## src/rtl/pe_rank_uv_controller_pkg.sv

```systemverilog
// rtl/pe_rank_uv_controller_pkg.sv - shared widths, packet fields and FSM states for the PE UV rank controller
package pe_rank_uv_controller_pkg;

    localparam int RANK_WIDTH        = 6;
    localparam int ROUTER_WIDTH      = 36;
    localparam int DATA_WIDTH        = 16;
    localparam int ROUTER_ADDR_WIDTH = 16;
    localparam int ROUTER_INFO_WIDTH = 4;

    // Packet layout: [35:32] info, [31:16] addr, [15:0] data
    localparam int PKT_DATA_LSB = 0;
    localparam int PKT_ADDR_LSB = DATA_WIDTH;
    localparam int PKT_INFO_LSB = DATA_WIDTH + ROUTER_ADDR_WIDTH;

    localparam logic [ROUTER_INFO_WIDTH-1:0] ROUTER_INFO_UV = 4'd6;

    typedef enum logic [1:0] {
        ST_IDLE = 2'd0,
        ST_SEND = 2'd1,
        ST_RECV = 2'd2
    } uv_state_t;

    // Builds a UV packet carrying one rank entry; the rank index is zero-extended into the addr field
    function automatic logic [ROUTER_WIDTH-1:0] pack_uv(
        input logic [RANK_WIDTH-1:0] idx,
        input logic [DATA_WIDTH-1:0] data
    );
        return {ROUTER_INFO_UV, {(ROUTER_ADDR_WIDTH-RANK_WIDTH){1'b0}}, idx, data};
    endfunction

endpackage

```

## src/rtl/pe_rank_uv_controller_if.sv

```systemverilog
// rtl/pe_rank_uv_controller_if.sv - PV buffer, V buffer, router and control signals of the UV rank controller
interface pe_rank_uv_controller_if;
    import pe_rank_uv_controller_pkg::*;

    logic                    start;
    logic                    uv_en;
    logic [RANK_WIDTH-1:0]   rank_no;
    logic                    pv_re;
    logic [RANK_WIDTH-1:0]   pv_raddr;
    logic [DATA_WIDTH-1:0]   pv_rdata;
    logic                    router_rdy;
    logic                    out_data_valid;
    logic [ROUTER_WIDTH-1:0] out_data;
    logic                    in_data_valid;
    logic [ROUTER_WIDTH-1:0] in_data;
    logic                    v_we;
    logic [RANK_WIDTH-1:0]   v_waddr;
    logic [DATA_WIDTH-1:0]   v_wdata;
    logic                    busy;
    logic                    done;

    // Controller side
    modport master (
        input  start, uv_en, rank_no, pv_rdata, router_rdy, in_data_valid, in_data,
        output pv_re, pv_raddr, out_data_valid, out_data, v_we, v_waddr, v_wdata, busy, done
    );

    // PE datapath / buffers / router side
    modport slave (
        output start, uv_en, rank_no, pv_rdata, router_rdy, in_data_valid, in_data,
        input  pv_re, pv_raddr, out_data_valid, out_data, v_we, v_waddr, v_wdata, busy, done
    );

endinterface

```

## src/rtl/pe_rank_uv_controller.sv

```systemverilog
// rtl/pe_rank_uv_controller.sv - sends partial-V rank entries to the root and collects the UV broadcast back
module pe_rank_uv_controller
    import pe_rank_uv_controller_pkg::*;
(
    input  logic                    clk,
    input  logic                    rst,
    pe_rank_uv_controller_if.master bus
);

    uv_state_t             state;
    logic [RANK_WIDTH-1:0] tx_idx;
    logic [RANK_WIDTH-1:0] rx_cnt;
    logic [RANK_WIDTH-1:0] rank_lat;
    logic                  done_q;

    logic [ROUTER_INFO_WIDTH-1:0] in_info;
    logic [RANK_WIDTH-1:0]        in_addr;
    logic [DATA_WIDTH-1:0]        in_word;

    logic                  tx_fire;
    logic                  rx_fire;
    logic [RANK_WIDTH-1:0] tx_idx_next;
    logic [RANK_WIDTH-1:0] rx_cnt_next;

    assign in_info = bus.in_data[PKT_INFO_LSB +: ROUTER_INFO_WIDTH];
    assign in_addr = bus.in_data[PKT_ADDR_LSB +: RANK_WIDTH];
    assign in_word = bus.in_data[PKT_DATA_LSB +: DATA_WIDTH];

    // Transfer decisions and counter increments; tx and rx are independent and may fire together
    always_comb begin
        tx_fire     = (state == ST_SEND) && (tx_idx < rank_lat) && bus.router_rdy;
        rx_fire     = (state != ST_IDLE) && bus.in_data_valid && (in_info == ROUTER_INFO_UV);
        tx_idx_next = tx_idx + {{(RANK_WIDTH-1){1'b0}}, tx_fire};
        rx_cnt_next = rx_cnt + {{(RANK_WIDTH-1){1'b0}}, rx_fire};
    end

    // Outputs are forced to zero whenever their strobe is low so idle buses stay quiet
    assign bus.pv_re          = tx_fire;
    assign bus.pv_raddr       = tx_fire ? tx_idx : '0;
    assign bus.out_data_valid = tx_fire;
    assign bus.out_data       = tx_fire ? pack_uv(tx_idx, bus.pv_rdata) : '0;
    assign bus.v_we           = rx_fire;
    assign bus.v_waddr        = rx_fire ? in_addr : '0;
    assign bus.v_wdata        = rx_fire ? in_word : '0;
    assign bus.busy           = (state != ST_IDLE);
    assign bus.done           = done_q;

    // Layer FSM: latch rank count on start, stream tx, count rx, pulse done once both sides complete
    always_ff @(posedge clk) begin
        if (rst) begin
            state    <= ST_IDLE;
            tx_idx   <= '0;
            rx_cnt   <= '0;
            rank_lat <= '0;
            done_q   <= 1'b0;
        end else begin
            done_q <= 1'b0;
            case (state)
                ST_IDLE: begin
                    if (bus.start && bus.uv_en) begin
                        rank_lat <= bus.rank_no;
                        tx_idx   <= '0;
                        rx_cnt   <= '0;
                        if (bus.rank_no != '0) begin
                            state <= ST_SEND;
                        end else begin
                            done_q <= 1'b1;
                        end
                    end
                end
                ST_SEND: begin
                    tx_idx <= tx_idx_next;
                    rx_cnt <= rx_cnt_next;
                    if (tx_idx_next == rank_lat) begin
                        if (rx_cnt_next == rank_lat) begin
                            state  <= ST_IDLE;
                            done_q <= 1'b1;
                        end else begin
                            state <= ST_RECV;
                        end
                    end
                end
                ST_RECV: begin
                    rx_cnt <= rx_cnt_next;
                    if (rx_cnt_next == rank_lat) begin
                        state  <= ST_IDLE;
                        done_q <= 1'b1;
                    end
                end
                default: begin
                    state <= ST_IDLE;
                end
            endcase
        end
    end

endmodule

```

## src/flat_wrapper.sv

```systemverilog
// flat-port wrapper written by rule: the top's interface ports become plain ports
module pe_rank_uv_controller_flat import pe_rank_uv_controller_pkg::*;
  (clk, rst, bus_start, bus_uv_en, bus_rank_no, bus_pv_rdata, bus_router_rdy, bus_in_data_valid, bus_in_data, bus_pv_re, bus_pv_raddr, bus_out_data_valid, bus_out_data, bus_v_we, bus_v_waddr, bus_v_wdata, bus_busy, bus_done);
  pe_rank_uv_controller_if bus_i ();
  input  logic clk;
  input  logic rst;
  input wire logic [$bits(bus_i.start)-1:0] bus_start;
  input wire logic [$bits(bus_i.uv_en)-1:0] bus_uv_en;
  input wire logic [$bits(bus_i.rank_no)-1:0] bus_rank_no;
  input wire logic [$bits(bus_i.pv_rdata)-1:0] bus_pv_rdata;
  input wire logic [$bits(bus_i.router_rdy)-1:0] bus_router_rdy;
  input wire logic [$bits(bus_i.in_data_valid)-1:0] bus_in_data_valid;
  input wire logic [$bits(bus_i.in_data)-1:0] bus_in_data;
  output wire logic [$bits(bus_i.pv_re)-1:0] bus_pv_re;
  output wire logic [$bits(bus_i.pv_raddr)-1:0] bus_pv_raddr;
  output wire logic [$bits(bus_i.out_data_valid)-1:0] bus_out_data_valid;
  output wire logic [$bits(bus_i.out_data)-1:0] bus_out_data;
  output wire logic [$bits(bus_i.v_we)-1:0] bus_v_we;
  output wire logic [$bits(bus_i.v_waddr)-1:0] bus_v_waddr;
  output wire logic [$bits(bus_i.v_wdata)-1:0] bus_v_wdata;
  output wire logic [$bits(bus_i.busy)-1:0] bus_busy;
  output wire logic [$bits(bus_i.done)-1:0] bus_done;
  assign bus_i.start = bus_start;
  assign bus_i.uv_en = bus_uv_en;
  assign bus_i.rank_no = bus_rank_no;
  assign bus_i.pv_rdata = bus_pv_rdata;
  assign bus_i.router_rdy = bus_router_rdy;
  assign bus_i.in_data_valid = bus_in_data_valid;
  assign bus_i.in_data = bus_in_data;
  assign bus_pv_re = bus_i.pv_re;
  assign bus_pv_raddr = bus_i.pv_raddr;
  assign bus_out_data_valid = bus_i.out_data_valid;
  assign bus_out_data = bus_i.out_data;
  assign bus_v_we = bus_i.v_we;
  assign bus_v_waddr = bus_i.v_waddr;
  assign bus_v_wdata = bus_i.v_wdata;
  assign bus_busy = bus_i.busy;
  assign bus_done = bus_i.done;
  pe_rank_uv_controller u_core (.clk(clk), .rst(rst), .bus(bus_i));
endmodule
```

## config.mk

```make
export PLATFORM = sky130hd
export DESIGN_NAME = pe_rank_uv_controller_flat
export DESIGN_NICKNAME = d
export VERILOG_FILES = /design/src/rtl/pe_rank_uv_controller_pkg.sv /design/src/rtl/pe_rank_uv_controller_if.sv /design/src/rtl/pe_rank_uv_controller.sv /design/src/flat_wrapper.sv
export SDC_FILE = /design/constraint.sdc
export NUM_CORES = 1
export LEC_CHECK = 0
export ABC_AREA = 1
export ABC_CLOCK_PERIOD_IN_PS = 4100
export CORE_MARGIN = 2
export CORE_UTILIZATION = 37
export CTS_CLUSTER_SIZE = 24
export DETAILED_ROUTE_END_ITERATION = 8
export GPL_ROUTABILITY_DRIVEN = 0
export PLACE_DENSITY = 0.91
export REMOVE_ABC_BUFFERS = 1
export SLEW_MARGIN = 25
export SYNTH_ARGS = -nofsm -noshare
export SYNTH_HDL_FRONTEND = slang
export SYNTH_SLANG_ARGS = --single-unit
```

## constraint.sdc

```tcl
create_clock -name clk -period 4.1 [get_ports clk]
set_input_delay 1.025 -clock clk [delete_from_list [all_inputs] [get_ports clk]]
set_output_delay 1.025 -clock clk [all_outputs]
set_load 0.02 [all_outputs]
```

==> flow_summary.ini <==
[sta]
fin_tns_setup_ps = 0
worst-slew-pin-transition_ps = 576
hold_viol = 0
fin_worst_skew_ps = 2.40
final.period_utilization_pct = 89.4
rsz0062_at_grt = false
post-route-min-period_ps = 3670
setup-violations-final = 0
holdWs_ps = 480
slew_violations = 0
slew_headroom_pct = 61.6
max_freq_mhz = 273

[clock_network]
clockRootBuffer = clkbuf_8
ctsHoldBuffers = 0
cts_inserted_buffers = 3
h-tree-depth = 1
clk_latency_ps = 260
cts.sinks = 21
clkSlewWorstSetupHoldPaths_ps = 80
cts_resized = 0
cts_setup_buffers = 0
cts_buffer_depth = 2
tritoncts = done

[synthesis]
netlist_top_cells_area = dfxtp_1, inv_1, nand2_1
avgSynthCellArea_sq_um = 5.85
syn-instance-count = 348
synth_seq_cells = 21
yosysSeqAreaShare_pct = 20.7
synthesis.area_sq_mm = 0.00204
async_flop_share_pct = 0
synthFlopType = dfxtp_1
yosysUniqueCellTypes = 23
synth_top_area_cell = dfxtp_1
synth-edff-count = 0
yosysWarnings = 0
synth_top_area_share_pct = 20.7

[power]
p_per_area_mw_per_mm2 = 279
peakVddDrop_mv = 0.204
leakage_uw = 0.00145

[global_routing]
antenna_found_initial = 0
overflow = 0
grt_pass1_wl_um = 9680
grtUsageTotal_pct = 19.0
grt_max_degree = 24
grt_pass1_vias = 2223

[final_layout]
nNetsFinal = 526
diodes = 0
area_growth_pct = 54.5
most-common-layout-cells = clkdlybuf4s50_1, inv_1, nand2_1, nor2_1, a21oi_1
final_common_cell = clkdlybuf4s50_1
layout-drive-gt1-share_pct = 6.03

[floorplanning]
start_util_pct = 37.7
die_w_um = 78.2
dieArea_sq_mm = 0.00611
io_pins = 133
coreArea_sq_mm = 0.00541
die_h_um = 78.2
rows = 27

[detailed_routing]
wl_per_cell_um = 11.3
dr_total_vias = 2364
drtIter0Drc = 173
dr.pass1.iters = 4
drc = 0
drt-vias-per-instance = 4.55
drt-total-wl_um = 5890
ant_nets = 0

[critical_path]
crit_required_ps = 3070
cp_max_fo = 23
worstPathArrival_ps = 2640
path_class = in2out
endpoint_kind = output pin
startpoint_type = input port

[placement]
port_buffers = 110
place_hpwl_um = 4780

[status]
status = finished clean

[flow_run]
maxCapViolCount = 0

[hold_path]
worstHoldPathType = reg2reg
[state kept, by name (all words and copies together) (netlist names)]
signal	count
u_core.rank_lat	6
u_core.bus.done	1
u_core.tx_idx	6
u_core.state	2
u_core.rx_cnt	6
[power by group]
group	total, uW	internal (uW)	switching [uW]
Clock	140	69.4	70.9
Sequential	244	226	17.8
Combinational	491	198	293
Total	876	494	382
[final cells by class]
| class | count | area [sq um] |
|---|---|---|
| clock buffers | 4 | 45.0 |
| fillers | 482 | 2260 |
| inverters | 75 | 282 |
| multi-input cells | 234 | 1180 |
| flip-flops and latches | 21 | 420 |
| well taps | 72 | 90.1 |
| repair buffers | 114 | 1130 |
[cells in the mapped netlist (2+ instances only)]
master,instances
a21oi_1,23
nand2_2,7
nand3_2,4
o21ai_0,9
inv_1,71
nand4_1,8
o21a_1,2
nand2_1,64
inv_2,4
nand3_1,21
nor2_4,3
ha_1,13
clkbuf_1,6
nor2_1,62
buf_4,22
o21ai_2,2
dfxtp_1,21
[stage by stage]
step / instances / util (%) / total power (uW) / worst slack (ps) / cell area, sq um
after floorplan: 330 / - / 538 / 69.0 / 1880
after global placement: 516 / 57.3 / 714 / 449 / 3100
after detailed placement: 516 / 57.3 / 734 / 410 / 3100
after CTS: 520 / 58.2 / 876 / 406 / 3140
after global routing: 520 / 58.2 / 933 / 316 / 3140
final: 520 / 58.2 / 876 / 434 / 3140
[routing by layer]
layer,part of all wire [%],track usage (%)
met3,3.9,3.45
met1,40,21.3
met4,1.4,4.91
met2,55,36.7
met5,0,0
[path summary, 6_finish.rpt]
path	from	end	slack, ps	cells after the start
worst max-delay path	bus_in_data[34]	bus_v_wdata[1]	430	7
worst max register to register	u_core.tx_idx[3]	u_core.state[0]	990	20
worst min-delay path	u_core.rx_cnt[0]	u_core.rx_cnt[0]	480	2
worst min register to register	u_core.rx_cnt[0]	u_core.rx_cnt[0]	480	2
[cells by family (layout without fill, tap and decap cells)]
kind of cell	Yosys count	count (layout)	share of synthesized area (%)
buffers and inverters	104	193	23.6
other	1	12	0.184
adder cells (fa/ha/maj)	13	13	7.99
flip-flops	21	21	20.7
AO/OA/AOI/OAI	39	39	10.7
AND/OR/NAND/NOR	170	170	36.9
[critical path, cell delays in order]
cell and delay (ps):
clkdlybuf4s50_1 460, inv_1 40, nor2_1 70, nand4_1 80, buf_4 210, nor2_1 120
clkdlybuf4s50_1 630
Note: power is estimated with default switching activity, not from simulation.
